===== src/rtl/mux_rr_reg.sv =====
// -----------------------------------------------------------------------------
// mux_rr_reg
//
// Round-robin N:1 multiplexer with a registered output stage. N producers, each
// W bits wide with a valid/ready handshake, share one output bus. One channel
// is granted per cycle, searching upward from a rotating pointer. The granted
// beat is captured in a single output register that has its own valid/ready
// handshake.
//
// Parameters:
//   N   number of input channels (N >= 2)
//   W   data width per channel
//   SW  channel index width, $clog2(N). It is derived and cannot be overridden.
//
// Ports:
//   CLK        clock; all state updates on the rising edge
//   RST        asynchronous, active-high reset
//   IN_DATA    packed channel data; channel i is IN_DATA[i*W +: W]
//   IN_VALID   per-channel valid
//   IN_READY   per-channel ready; at most one bit is high, and it is
//              combinational from IN_VALID, the pointer and the output stage
//   OUT_DATA   registered data of the granted beat
//   OUT_SEL    index of the channel that produced OUT_DATA
//   OUT_VALID  OUT_DATA/OUT_SEL hold a beat
//   OUT_READY  downstream accepts the beat
//   IN_LAST    last beat of a packet per channel. This port exists only when
//              MUX_RR_LOCK_EN is defined.
//
// Optional feature (macro MUX_RR_LOCK_EN):
//   With the macro defined, a packet lock keeps the grant on one channel until
//   that channel transfers a beat with IN_LAST set. Other channels are not
//   served during the lock, even while the locked channel is idle.
//   With the macro undefined, arbitration runs on every beat.
// -----------------------------------------------------------------------------
module mux_rr_reg #(
  parameter int N = 4,
  parameter int W = 4
) (
  input  logic                 CLK,
  input  logic                 RST,
  input  logic [N*W-1:0]       IN_DATA,
  input  logic [N-1:0]         IN_VALID,
  output logic [N-1:0]         IN_READY,
  output logic [W-1:0]         OUT_DATA,
  output logic [$clog2(N)-1:0] OUT_SEL,
  output logic                 OUT_VALID,
  input  logic                 OUT_READY
`ifdef MUX_RR_LOCK_EN
  ,
  input  logic [N-1:0]         IN_LAST
`endif
);

  localparam int SW = $clog2(N);

  // ---------------------------------------------------------------------------
  // State
  // ---------------------------------------------------------------------------
  logic [SW-1:0] ptr_q,       ptr_d;
  logic [W-1:0]  out_data_q,  out_data_d;
  logic [SW-1:0] out_sel_q,   out_sel_d;
  logic          out_valid_q, out_valid_d;

  // ---------------------------------------------------------------------------
  // Arbitration signals
  // ---------------------------------------------------------------------------
  logic          acc;           // output register can take a beat this cycle
  logic [SW-1:0] rr_grant;      // round-robin winner
  logic          rr_grant_vld;
  logic [SW-1:0] grant;         // effective winner, after any packet lock
  logic          grant_vld;
  logic          xfer;          // a beat moves from the granted channel

  // The register is free when it is empty or is being drained in this cycle.
  // In the drain case, a new beat replaces the old one with no bubble.
  assign acc = !out_valid_q || OUT_READY;

  // Round-robin search. Channel ptr_q has the highest priority, then the
  // search wraps upward modulo N. The first valid channel found wins.
  always_comb begin
    int idx;
    // NOTE: Every signal written in always_comb gets a default before any
    // conditional code. Otherwise a path that skips the assignment infers a
    // latch.
    rr_grant     = '0;
    rr_grant_vld = 1'b0;
    idx          = 0;
    for (int k = 0; k < N; k++) begin
      idx = int'(ptr_q) + k;
      if (idx >= N) idx = idx - N;
      if (!rr_grant_vld && IN_VALID[idx]) begin
        rr_grant_vld = 1'b1;
        rr_grant     = SW'(idx);
      end
    end
  end

`ifdef MUX_RR_LOCK_EN
  // ---------------------------------------------------------------------------
  // Packet lock FSM: UNLOCKED / LOCKED(lock_ch_q)
  // ---------------------------------------------------------------------------
  typedef enum logic {
    UNLOCKED = 1'b0,
    LOCKED   = 1'b1
  } lock_state_e;

  lock_state_e   lock_state_q, lock_state_d;
  logic [SW-1:0] lock_ch_q,    lock_ch_d;

  // State register
  always_ff @(posedge CLK or posedge RST) begin
    if (RST) begin
      lock_state_q <= UNLOCKED;
      lock_ch_q    <= '0;
    end else begin
      lock_state_q <= lock_state_d;
      lock_ch_q    <= lock_ch_d;
    end
  end

  // Next-state logic. A beat that is not the last one of its packet opens a
  // lock. The locked channel's last beat releases the lock.
  always_comb begin
    lock_state_d = lock_state_q;
    lock_ch_d    = lock_ch_q;
    case (lock_state_q)
      UNLOCKED: begin
        if (xfer && !IN_LAST[grant]) begin
          lock_state_d = LOCKED;
          lock_ch_d    = grant;
        end
      end
      LOCKED: begin
        if (xfer && IN_LAST[lock_ch_q]) begin
          lock_state_d = UNLOCKED;
        end
      end
      default: lock_state_d = UNLOCKED;
    endcase
  end

  // Output logic. While locked, the grant is pinned to the locked channel. If
  // that channel is idle, no channel is granted.
  always_comb begin
    grant     = rr_grant;
    grant_vld = rr_grant_vld;
    if (lock_state_q == LOCKED) begin
      grant     = lock_ch_q;
      grant_vld = IN_VALID[lock_ch_q];
    end
  end
`else
  assign grant     = rr_grant;
  assign grant_vld = rr_grant_vld;
`endif

  // IN_READY is held low while RST is asserted. This covers the mid-operation
  // reset case, where nothing may be taken before the pointer restarts.
  assign xfer = acc && grant_vld && !RST;

  always_comb begin
    IN_READY = '0;
    if (xfer) IN_READY[grant] = 1'b1;
  end

  // ---------------------------------------------------------------------------
  // Output register and rotation pointer
  // ---------------------------------------------------------------------------
  always_comb begin
    ptr_d       = ptr_q;
    out_data_d  = out_data_q;
    out_sel_d   = out_sel_q;
    out_valid_d = out_valid_q;
    if (xfer) begin
      out_data_d  = IN_DATA[int'(grant)*W +: W];
      out_sel_d   = grant;
      out_valid_d = 1'b1;
      // Move priority to the channel after the winner, so the winner
      // becomes the lowest priority on the next search.
      ptr_d       = (grant == SW'(N - 1)) ? '0 : grant + 1'b1;
    end else if (OUT_READY) begin
      // The held beat drains and nothing replaces it.
      out_valid_d = 1'b0;
    end
  end

  always_ff @(posedge CLK or posedge RST) begin
    if (RST) begin
      ptr_q       <= '0;
      out_data_q  <= '0;
      out_sel_q   <= '0;
      out_valid_q <= 1'b0;
    end else begin
      // NOTE: Sequential state uses non-blocking assignments. Every register
      // then samples pre-edge values, whatever the process order.
      ptr_q       <= ptr_d;
      out_data_q  <= out_data_d;
      out_sel_q   <= out_sel_d;
      out_valid_q <= out_valid_d;
    end
  end

  assign OUT_DATA  = out_data_q;
  assign OUT_SEL   = out_sel_q;
  assign OUT_VALID = out_valid_q;

endmodule


===== config.mk =====
export PLATFORM = sky130hd
export DESIGN_NAME = mux_rr_reg
export DESIGN_NICKNAME = d
export VERILOG_FILES = /design/src/rtl/mux_rr_reg.sv
export SDC_FILE = /design/constraint.sdc
export NUM_CORES = 1
export LEC_CHECK = 0
export BUFFER_PORTS_ARGS = -buffer_cell sky130_fd_sc_hd__buf_2
export CAP_MARGIN = 20
export CELL_PAD_IN_SITES_DETAIL_PLACEMENT = 1
export CELL_PAD_IN_SITES_GLOBAL_PLACEMENT = 2
export CORE_MARGIN = 3
export CORE_UTILIZATION = 25
export DETAILED_ROUTE_END_ITERATION = 12
export HOLD_SLACK_MARGIN = 0.03
export PLACE_DENSITY_LB_ADDON = 0.1
export SYNTH_ARGS = -nofsm -noshare
export SYNTH_HDL_FRONTEND = slang
export SYNTH_SLANG_ARGS = --single-unit

===== constraint.sdc =====
create_clock -name CLK -period 2.8 [get_ports CLK]
set_input_delay 0.28 -clock CLK [delete_from_list [all_inputs] [get_ports CLK]]
set_output_delay 0.28 -clock CLK [all_outputs]
set_load 0.1 [all_outputs]

==> metrics.md, run 1 <==
| Metric | Value |
|---|---|
| Status | `completed` |
| Largest net degree at the start of global routing | `13` |
| Post-Route WL | `roughly 1.5 mm` |
| Drt pass-1 iters | `3` |
| Final setup viols | `0` |
| Syn Area/Cell | `between 9 and 10 sq um` |
| Pre-CTS setup slack | `between 700 and 800 ps` |
| Critical path launch point type | `input pin` |
| Pint | `around 370 uW` |
| Total net switching power | `between 500 and 600 uW` |
| Static Leak | `~0.46 nW` |
| RSZ-0062 raised after global routing | `false` |
| Vias per inst | `between 4 and 5` |
| Fmax | `between 400 and 500 MHz` |
| Placed cells | `120` |
| Critical Path AT | `2210 ps` |
| Post-CTS sizing | `0` |
| Clock Tree Root | `clkbuf_4` |
| Worst Path Required | `about 2500 ps` |
| HP Class | `in -> reg` |
| Clk pwr share | `between 10% and 20%` |
| Syn Inst Count | `61` |
| Tcrit/Tclk final | `88.9%` |
| Worst-Skew Late Latency | `260 ps` |
| Worst Max-Slew Pin Slew | `approximately 490 ps` |
| Flop pwr share | `23.3%` |
| Commonest non-fill, non-tap cell in the layout | `buf_2` |
| Slew margin rel. | `slightly below 70%` |
| Wire per inst | `11.9 um` |
| Vias in the first global route | `561` |
| Final-report hold violation count | `0` |
| Sink Count | `9` |
| Sequential share of the synthesized area | `a little under two fifths` |
| Core Rows | `17` |
| Slew Viols, Final | `0` |
| Setup bufs post-CTS | `0` |
| First-pass GRT wire length | `around 2.5 mm` |
| P&R area growth vs syn | `36.8%` |
| CP Class | `in -> out` |
| Final ANT Viol Nets | `0` |
| WHS | `~330 ps` |
| DRC viols | `0` |
| GRT Overall Usage | `10.4%` |
| CTS clock-pin slew for the worst setup and hold paths | `60 ps` |
| Main area contributors after synthesis | `dfrtp_1 37%, mux2i_1 13%, o221ai_2 9.9%, nand2_1 5.0%, inv_1 4.3%` |
| Final WS setup | `about 310 ps` |
| IO Port Bufs | `33` |
| Die area | `~0.0030 sq mm` |
| Antenna violations before repair | `0` |
| Max incr delay on CP | `~530 ps` |
| Ys Warns | `0` |
| Worst Skew | `between 5 and 6 ps` |
| Initial Util | `between 20% and 30%` |
| Max stage delay cell, worst path | `dlygate4sd3_1` |
| GPL Wtd Cong | `approximately 0.72` |
| Crit-path cells | `dlygate4sd3_1 > buf_2 > a31o_1 > nand2b_4 > or2_1 > nor2_1 > buf_2` |
| Distinct cells, synth | `25` |
| # IOs | `34` |
| TritonCTS clock tree | `built` |
| Max-Cap Viols | `0` |
| Syn_nets | `85` |
| Share of the synthesized area in the top cell type | `37.2%` |
| Chip height | `55.2 um` |
| Via Count | `around 570` |
| Core area | `around 0.0023 sq mm` |
| Mapped Area | `about 600 sq um` |
| Logic pwr share | `approximately 66%` |
| IR drop worst, VDD | `approximately 0.52 mV` |
| Detailed Place HPWL | `1.25 mm` |
| Sw Ratio | `~60%` |
| Inserted Diodes | `0` |
| TritonCTS Buffers | `3` |
| Fraction of layout cells with a size suffix above 1 | `47.4%` |
| Critical Path Fanout Max | `12` |
| Most frequent cells in the layout | `33 x buf_2, 9 x dfrtp_1, 8 x mux2i_1, 8 x nand2_1, 7 x inv_1` |
| CTS H-Tree Depth | `1` |
| Tmin final | `about 2500 ps` |
| CP most frequent cell | `buf_2` |
| CTS max path bufs | `2` |
| CP endpoint kind | `primary output` |
| PwrDens | `around 1100 mW/mm^2` |
| Largest area contributor in the netlist | `dfrtp_1` |
| GRT overflow | `0` |
| Fin nets | `122` |
| Chip Width | `around 55 um` |
| Layout Cells excl Fill | `roughly 130` |
| Iteration-0 DRC Markers | `5` |
| FF+latch count, synth | `9` |
==> final timing paths <==
check	end	start	slack (ps)	cells past startpoint
max reg2reg	ptr_q[1]	ptr_q[0]	1180	5
min in group asynchronous	OUT_DATA[3]	RST	530	3
max in group asynchronous	OUT_VALID	RST	2020	3
min reg2reg	OUT_SEL[0]	OUT_SEL[0]	490	2
min	OUT_DATA[0]	IN_DATA[12]	330	3
max	IN_READY[0]	RST	310	7
==> critical path, delay by kind of cell <==
family	cells	cell delay [ps]
compound gates	1	190
buf+inv	3	1090
simple gates	3	650
==> synthesized netlist by cell type, drive strengths merged <==
cell type and n:
ha 1, mux2 1, mux2i 8, or2 1, a21boi 1, dfrtp 9, o221ai 5, nor2b 1
a31o 1, buf 3, nand2 8, inv 7, a21o 1, a211o 1, nand2b 3, a21oi 2
o22ai 1, nor2 6, o21ai 1
==> registers in the layout (all words and copies together), names as in the netlist <==
signal and flops:
ptr_q 2, OUT_VALID 1, OUT_SEL 2, OUT_DATA 4
==> stage by stage <==
stage	total power [mW]	cell area (sq um)	setup TNS (ps)	utilization, %
after floorplan	0.740	608	-360	-
after global placement	0.842	792	0	35.1
after detailed placement	0.842	792	0	35.1
after CTS	0.948	828	0	36.7
after global routing	0.990	828	0	36.7
final	0.933	828	0	36.7
==> power by group through the flow <==
stage	Combinational (mW)	Clock (mW)	Sequential, mW
4_1_cts	0.624	0.105	0.219
6_report	0.614	0.101	0.218
2_1_floorplan	0.249	0	0.490
5_1_grt	0.651	0.113	0.226
3_3_place_gp	0.621	0	0.221
3_5_place_dp	0.621	0	0.221
==> cell type report <==
type	instances	area, sq um
inverter	7	26.3
timing repair buffer	35	183
clock buffer	4	26.3
tap	28	35.0
sequential	9	225
fill	283	1430
multi-input combinational	42	333
==> per-layer routing <==
metal / track usage, % / vias up / wire (um)
met1: 14.0 / 263 / 705
met4: 5.21 / 0 / 6
met3: 2.57 / 2 / 99
met2: 15.2 / 20 / 682
li1: - / 286 / -
met5: 0 / - / 0
==> kinds of logic after synthesis <==
kind of cell | synth area share [%]
AND/OR/NAND/NOR | 15.5
AO/OA/AOI/OAI | 21.9
buffers and inverters | 8.26
multiplexers | 15.1
flip-flops | 37.2
adder cells (fa/ha/maj) | 2.07
==> timing repair <==
action,in CTS,in global routing
endpoints found under the setup margin,0,0
hold buffers,1,0
hold endpoints to repair,9,0
No activity file was read; power rests on OpenSTA's default activity.
==> run 2, diff against run 1 <==
--- a/config.mk
+++ b/config.mk
@@ -5,12 +5,13 @@
 export SDC_FILE = /design/constraint.sdc
 export NUM_CORES = 1
 export LEC_CHECK = 0
+export ABC_AREA = 1
 export BUFFER_PORTS_ARGS = -buffer_cell sky130_fd_sc_hd__buf_2
 export CAP_MARGIN = 20
 export CELL_PAD_IN_SITES_DETAIL_PLACEMENT = 1
 export CELL_PAD_IN_SITES_GLOBAL_PLACEMENT = 2
-export CORE_MARGIN = 3
-export CORE_UTILIZATION = 25
+export CORE_UTILIZATION = 28
+export CTS_BUF_LIST = sky130_fd_sc_hd__clkbuf_4 sky130_fd_sc_hd__clkbuf_8
 export DETAILED_ROUTE_END_ITERATION = 12
 export HOLD_SLACK_MARGIN = 0.03
 export PLACE_DENSITY_LB_ADDON = 0.1
==> run 2 against run 1 <==
Critical endpoint is now IN_READY[2]. Highest routed layer unchanged. Worst hold slack got worse by 140 ps. Critical path type is now reg -> out. Flip-flop and latch count unchanged. Critical path depth increased by 7.
==> metrics.md, run 2 <==
| Metric | Value |
|---|---|
| P&R area growth vs syn | `37.2%` |
| Worst Hold Launch | `OUT_READY` |
| IO Port Bufs | `33 (unchanged)` |
| EDFF count, synth | `0 (unchanged)` |
| Worst R2R Start | `ptr_q[0]` |
| Final setup viols | `0 (unchanged)` |
| Wire per inst | `11.5 um (-4.0%)` |
| Detailed Place HPWL | `2.07 mm (+65%)` |
| GRT overflow | `0 (unchanged)` |
| Status | `completed` |
| Fill count | `413 (+46%)` |
| Max-Cap Viols | `0 (unchanged)` |
| CP endpoint kind | `primary output` |
| Fraction of layout cells with a size suffix above 1 | `43.9% (-3.5 points)` |
| Ys Warns | `0 (unchanged)` |
| Via Count | `999 (+75%)` |
| Inserted Diodes | `0 (unchanged)` |
| Drt pass-1 iters | `4 (+1)` |
| Share of the synthesized area in the top cell type | `24.6% (-13 points)` |
| CTS max path bufs | `2 (unchanged)` |
| Mapped Area | `915 sq um (+51%)` |
| Setup TNS | `0 ps (unchanged)` |
| Tmin final | `2640 ps (+150 ps)` |
| GPL Wtd Cong | `0.785 (+8.4%)` |
| Slew margin rel. | `67.7% (+0.25 points)` |
| Critical Path AT | `2360 ps (+150 ps)` |
| Critical path launch point type | `flop` |
| Worst Skew | `9.34 ps (+3.42 ps)` |
| FF+latch count, synth | `9 (unchanged)` |
| First-pass GRT wire length | `4.19 mm (+65%)` |
| Final ANT Viol Nets | `0 (unchanged)` |
| Crit path launch | `ptr_q[0]` |
| Async S/R FF share, synth | `100% (unchanged)` |
| Core area | `0.00308 sq mm (+37%)` |
| Largest area contributor in the netlist | `dfrtp_1` |
| DRC viols | `0 (unchanged)` |
| GRT Overall Usage | `15.9% (+5.6 points)` |
| TritonCTS Buffers | `3 (unchanged)` |
| Sink Count | `9 (unchanged)` |
| Antenna violations before repair | `0 (unchanged)` |
| Commonest cells in the netlist | `50 x nand2_1, 14 x nand2_2, 12 x nand3_1` |
| Vias per inst | `4.60 (+0.78%)` |
| Post-Route WL | `2.49 mm (+67%)` |
| Iteration-0 DRC Markers | `19 (+14)` |
| CTS clock-pin slew for the worst setup and hold paths | `70 ps (about the same)` |
| Syn_nets | `157 (+85%)` |
| Main area contributors after synthesis | `dfrtp_1 25%, nand2_1 21%, nand2_2 9.6%, nand3_1 6.6%, nand3_2 5.5%` |
| CTS H-Tree Depth | `1 (unchanged)` |
| Core Rows | `20 (+3)` |
| Vias in the first global route | `958 (+71%)` |
| Worst-Skew Late Latency | `270 ps (about the same)` |
| Slew Viols, Final | `0 (unchanged)` |
| Most common cell in the synthesized netlist | `nand2_1` |
| Clock Tree Root | `clkbuf_4` |
| Critical Path Fanout Max | `10 (-2)` |
| Commonest non-fill, non-tap cell in the layout | `nand2_1` |
| Chip height | `59.2 um (+7.1%)` |
| Syn Area/Cell | `6.88 sq um (-31%)` |
| TritonCTS clock tree | `built` |
| Syn Inst Count | `133 (+120%)` |
| Final-report hold violation count | `0 (unchanged)` |
| Most frequent cells in the layout | `50 x nand2_1, 29 x buf_2, 13 x nand2_2` |
| Max reg flops | `4 (unchanged)` |
| Fmax | `379 MHz (-5.7%)` |
| # IOs | `34 (unchanged)` |
| HP Class | `in -> reg` |
| Fin nets | `198 (+62%)` |
| Main synth FF type | `dfrtp_1` |
| Largest net degree at the start of global routing | `11 (-2)` |
| Die area | `0.00350 sq mm (+15%)` |
| Worst Path Required | `2520 ps (about the same)` |
| Sequential share of the synthesized area | `24.6% (-13 points)` |
| Tcrit/Tclk final | `94.3% (+5.4 points)` |
| Initial Util | `29.7% (+2.9 points)` |
| CP Class | `reg -> out` |
| Chip Width | `59.2 um (+7.1%)` |
| Final core utilization | `40.8% (+4.0 points)` |
| Worst Max-Slew Pin Slew | `488 ps (-3.77 ps)` |
| Distinct cells, synth | `22 (-12%)` |
[run 2: cell count changes after synthesis, moves of 2 or more]
cell      delta
inv_2        +2
nor2_1       -2
nand2_2     +14
o21ai_0      +2
o221ai_2     -4
nor2_8       +2
nand3_1     +12
nand2_1     +42
nand4_1      +8
nand3_2      +5
nor2_4       +2
inv_1        +4
mux2i_1      -8
[run 2: logic make-up (layout without fill, tap and decap cells)]
logic type,Yosys count,count (layout),share of synthesized area (%)
AOI/OAI and AO/OA,5,5,3.01
adders and majority gates,1,1,1.37
buffers and inverters,17,57,9.99
DFF,9,9,24.6
and+or+nand+nor,101,101,61.0
[run 2: metal layers]
metal	vias up	wire length [um]	track usage, %
li1	509	-	-
met1	460	1190	21.0
met2	25	1170	25.8
met3	5	66	0.873
met4	0	63	9.18
met5	-	0	0
[run 2: worst max-delay path, cell delays in order, from the launching register on]
cell and delay (ps):
dfrtp_2 470, clkbuf_2 210, nand2_1 80, nand2_2 110, nand2_2 60, nand2_2 80, nor2_4 50, nand3_4 130
nand2_4 90, nor2_8 180, inv_6 90, nor2_8 150, inv_2 50, nor2_2 130, buf_12 190
[run 2: cell type report]
| type | count | area [sq um] | share of cell area [%] |
|---|---|---|---|
| sequential | 9 | 226 | 18.0 |
| tap | 44 | 55.1 | 4.39 |
| inverter | 15 | 68.8 | 5.48 |
| timing repair buffer | 38 | 263 | 20.9 |
| clock inverter | 1 | 5.00 | 0.399 |
| multi-input combinational | 107 | 614 | 49.0 |
| clock buffer | 3 | 22.5 | 1.79 |
[run 2: path summary, 6_finish.rpt]
check	end	slack, ps	cells past startpoint
min reg2reg	OUT_SEL[1]	480	2
max in group asynchronous	ptr_q[0]	2100	4
min in group asynchronous	OUT_DATA[3]	530	4
min	OUT_VALID	200	2
max reg2reg	ptr_q[1]	690	10
max	IN_READY[2]	160	14
[run 2: metrics by stage]
step	setup slack (ps)	hold WS (ps)	std cells	cell area, sq um
6_report	159	196	217	1250
3_5_place_dp	334	275	210	1200
5_1_grt	-6.84	233	217	1250
2_1_floorplan	152	139	133	926
3_3_place_gp	317	265	210	1200
4_1_cts	23.4	183	215	1240
[run 2: what timing repair did]
action / 4_1_cts / 5_1_grt
gates resized for setup: 0 / 3
hold endpoints to repair: 9 / 0
setup buffers: 0 / 2
hold buffers: 1 / 0
setup endpoints to repair: 0 / 3
Power of run 2 is left out: the tool's default activity adds up to more than one toggle a clock period on the data nets, which glitch-free logic cannot reach.
==> run 3, diff against run 2 <==
--- a/config.mk
+++ b/config.mk
@@ -10,7 +10,7 @@
 export CAP_MARGIN = 20
 export CELL_PAD_IN_SITES_DETAIL_PLACEMENT = 1
 export CELL_PAD_IN_SITES_GLOBAL_PLACEMENT = 2
-export CORE_UTILIZATION = 28
+export CORE_UTILIZATION = 26
 export CTS_BUF_LIST = sky130_fd_sc_hd__clkbuf_4 sky130_fd_sc_hd__clkbuf_8
 export DETAILED_ROUTE_END_ITERATION = 12
 export HOLD_SLACK_MARGIN = 0.03
==> constraint.sdc (replaced) <==
create_clock -name CLK -period 2.5 [get_ports CLK]
set_input_delay 0.25 -clock CLK [delete_from_list [all_inputs] [get_ports CLK]]
set_output_delay 0.25 -clock CLK [all_outputs]
set_load 0.1 [all_outputs]
==> run 3 against run 2 <==
Worst hold slack got worse by 140 ps. Clock skew fell by 9.1 ps. First-iteration DRC count fell by 32%. Cell count rose by 3.7%. Critical endpoint is now IN_READY[3]. Cell area rose by 8.3%. Flip-flop and latch count did not move. Register-to-register slack got worse by 110 ps. Critical path depth did not move. Via count rose by 1.1%. Wire length rose by 9.7%. Clock-buffer cell count rose by 1. Highest routed layer unchanged. Worst setup slack got worse by 22 ps.
==> metrics.md, run 3 (same netlist as run 2, synthesis figures left out) <==
| Metric | Value |
|---|---|
| Critical Path AT | `2110 ps (-250 ps)` |
| Slew Viols, Final | `0 (unchanged)` |
| DRC viols | `0 (unchanged)` |
| TritonCTS Buffers | `3 (unchanged)` |
| GRT Overall Usage | `16.1% (+0.13 points)` |
| Commonest non-fill, non-tap cell in the layout | `nand2_1` |
| IO Port Bufs | `33 (unchanged)` |
| Final core utilization | `40.4% (-0.37 points)` |
| Slew margin rel. | `67.8% (+0.15 points)` |
| Antenna violations before repair | `0 (unchanged)` |
| RSZ-0062 raised after global routing | `true` |
| Status | `completed` |
| CTS max path bufs | `2 (unchanged)` |
| Detailed Place HPWL | `2.21 mm (+7.1%)` |
| Clock Tree Root | `clkbuf_4` |
| GRT overflow | `0 (unchanged)` |
| Die area | `0.00376 sq mm (+7.4%)` |
| Worst Skew | `0.258 ps (-9.09 ps)` |
| Sink Count | `9 (unchanged)` |
| Vias per inst | `4.49 (-2.5%)` |
| First-pass GRT wire length | `4.42 mm (+5.4%)` |
| Tcrit/Tclk final | `a little over nine tenths` |
| Core area | `0.00336 sq mm (+9.3%)` |
| TritonCTS clock tree | `built` |
| Max-Cap Viols | `0 (unchanged)` |
| Final setup viols | `0 (unchanged)` |
| Chip Width | `61.3 um (+3.6%)` |
| Core Rows | `21 (+5.0%)` |
| Worst Path Required | `2250 ps (-270 ps)` |
| Crit path max-delay family | `simple AND/OR/NAND/NOR gates` |
| Fraction of layout cells with a size suffix above 1 | `50.8% (+6.9 points)` |
| Worst-Skew Late Latency | `250 ps (-20 ps)` |
| Iteration-0 DRC Markers | `13 (-6)` |
| Drt pass-1 iters | `4 (unchanged)` |
| Crit path buffers/inverters | `5 (+1)` |
| Final-report hold violation count | `0 (unchanged)` |
| CP Class | `reg -> out` |
| Critical Path Fanout Max | `10 (unchanged)` |
| Pre-CTS setup slack | `68.4 ps (-266 ps)` |
| Chip height | `61.3 um (+3.6%)` |
| Max stage delay cell, worst path | `dfrtp_2` |
| Largest net degree at the start of global routing | `11 (unchanged)` |
| Max incr delay on CP | `410 ps (-60 ps)` |
| CP endpoint kind | `primary output` |
| Initial Util | `27.2% (-2.5 points)` |
| Final ANT Viol Nets | `0 (unchanged)` |
| Vias in the first global route | `966 (+0.84%)` |
| P&R area growth vs syn | `48.6%` |
| Inserted Diodes | `0 (unchanged)` |
| Post-Route WL | `2.73 mm (+9.7%)` |
| Fin nets | `204 (+3.0%)` |
| CTS clock-pin slew for the worst setup and hold paths | `60 ps (about the same)` |
| Wire per inst | `12.1 um (+5.8%)` |
| Crit-path cells | `buf_6 > inv_8 > nand2_2 > nand3_4 > nand2_4 > nor2_4 > nand2_1 > nor2_2 > nor2_4 > inv_4 > ha_1 > inv_1 > nor2_2 > buf_12` |
| Max reg flops | `4 (unchanged)` |
| HP Class | `in -> async` |
| Fmax | `423 MHz` |
| Tmin final | `2360 ps` |
| Fill count | `460 (+11%)` |
| CTS H-Tree Depth | `1 (unchanged)` |
| # IOs | `34 (unchanged)` |
| Final WS setup | `138 ps (-21.7 ps)` |
| Critical path launch point type | `flop` |
| Via Count | `1,010 (+1.1%)` |
| Worst Max-Slew Pin Slew | `486 ps (-2.20 ps)` |
| GPL Wtd Cong | `0.760 (-3.2%)` |
| Most frequent cells in the layout | `49 x nand2_1, 29 x buf_2, 14 x nand2_2` |
[run 3: changes by cell type in the layout (fill, tap and decap cells not counted), sizes merged]
cell	delta
buf	+8
clkinv	-1
dlygate4sd3	-1
[run 3: layer usage]
layer	vias to the layer above	track usage (%)	share of wire (%)
met1	462	23.2	49
met5	-	0	0
met3	2	1.26	3.5
met4	0	5.84	0.99
li1	521	-	-
met2	25	25.0	46
[run 3: through the flow]
stage / std cells / hold slack [ps] / area [sq um] / TNS, ps
2_1_floorplan: 133 / 109 / 926 / -126
3_3_place_gp: 214 / 356 / 1220 / 0
3_5_place_dp: 214 / 332 / 1220 / 0
4_1_cts: 222 / 58.9 / 1290 / 0
5_1_grt: 225 / 57.8 / 1360 / -19.0
6_report: 225 / 61.0 / 1360 / 0
[run 3: tightest hold or removal path: stages]
cell and delay (ps):
buf_2 110, inv_1 100, buf_4 200
[run 3: final cells by class]
cell class / instances / area, sq um / share of cell area [%]
Multi-Input combinational cell: 107 / 654 / 48.2
Timing Repair Buffer: 44 / 315 / 23.2
Tap cell: 46 / 57.6 / 4.24
Clock buffer: 4 / 30.0 / 2.21
Sequential cell: 9 / 228 / 16.8
Inverter: 15 / 73.8 / 5.43
[run 3: final timing paths]
check	startpoint	end	slack, ps	cells after the start
min reg2reg	OUT_SEL[1]	OUT_SEL[1]	480	2
min	RST	OUT_SEL[0]	60	3
max	ptr_q[0]	IN_READY[3]	140	14
max in group asynchronous	RST	ptr_q[0]	2290	3
min in group CLK	OUT_READY	OUT_VALID	210	2
max reg2reg	ptr_q[0]	ptr_q[1]	580	14
[run 3: repair_timing]
item,4_1_cts,5_1_grt
pin swaps,3,4
endpoints found under the setup margin,4,4
setup buffers,4,3
hold buffers,0,0
gates resized for setup,8,13
Power of run 3 is left out for the same reason.
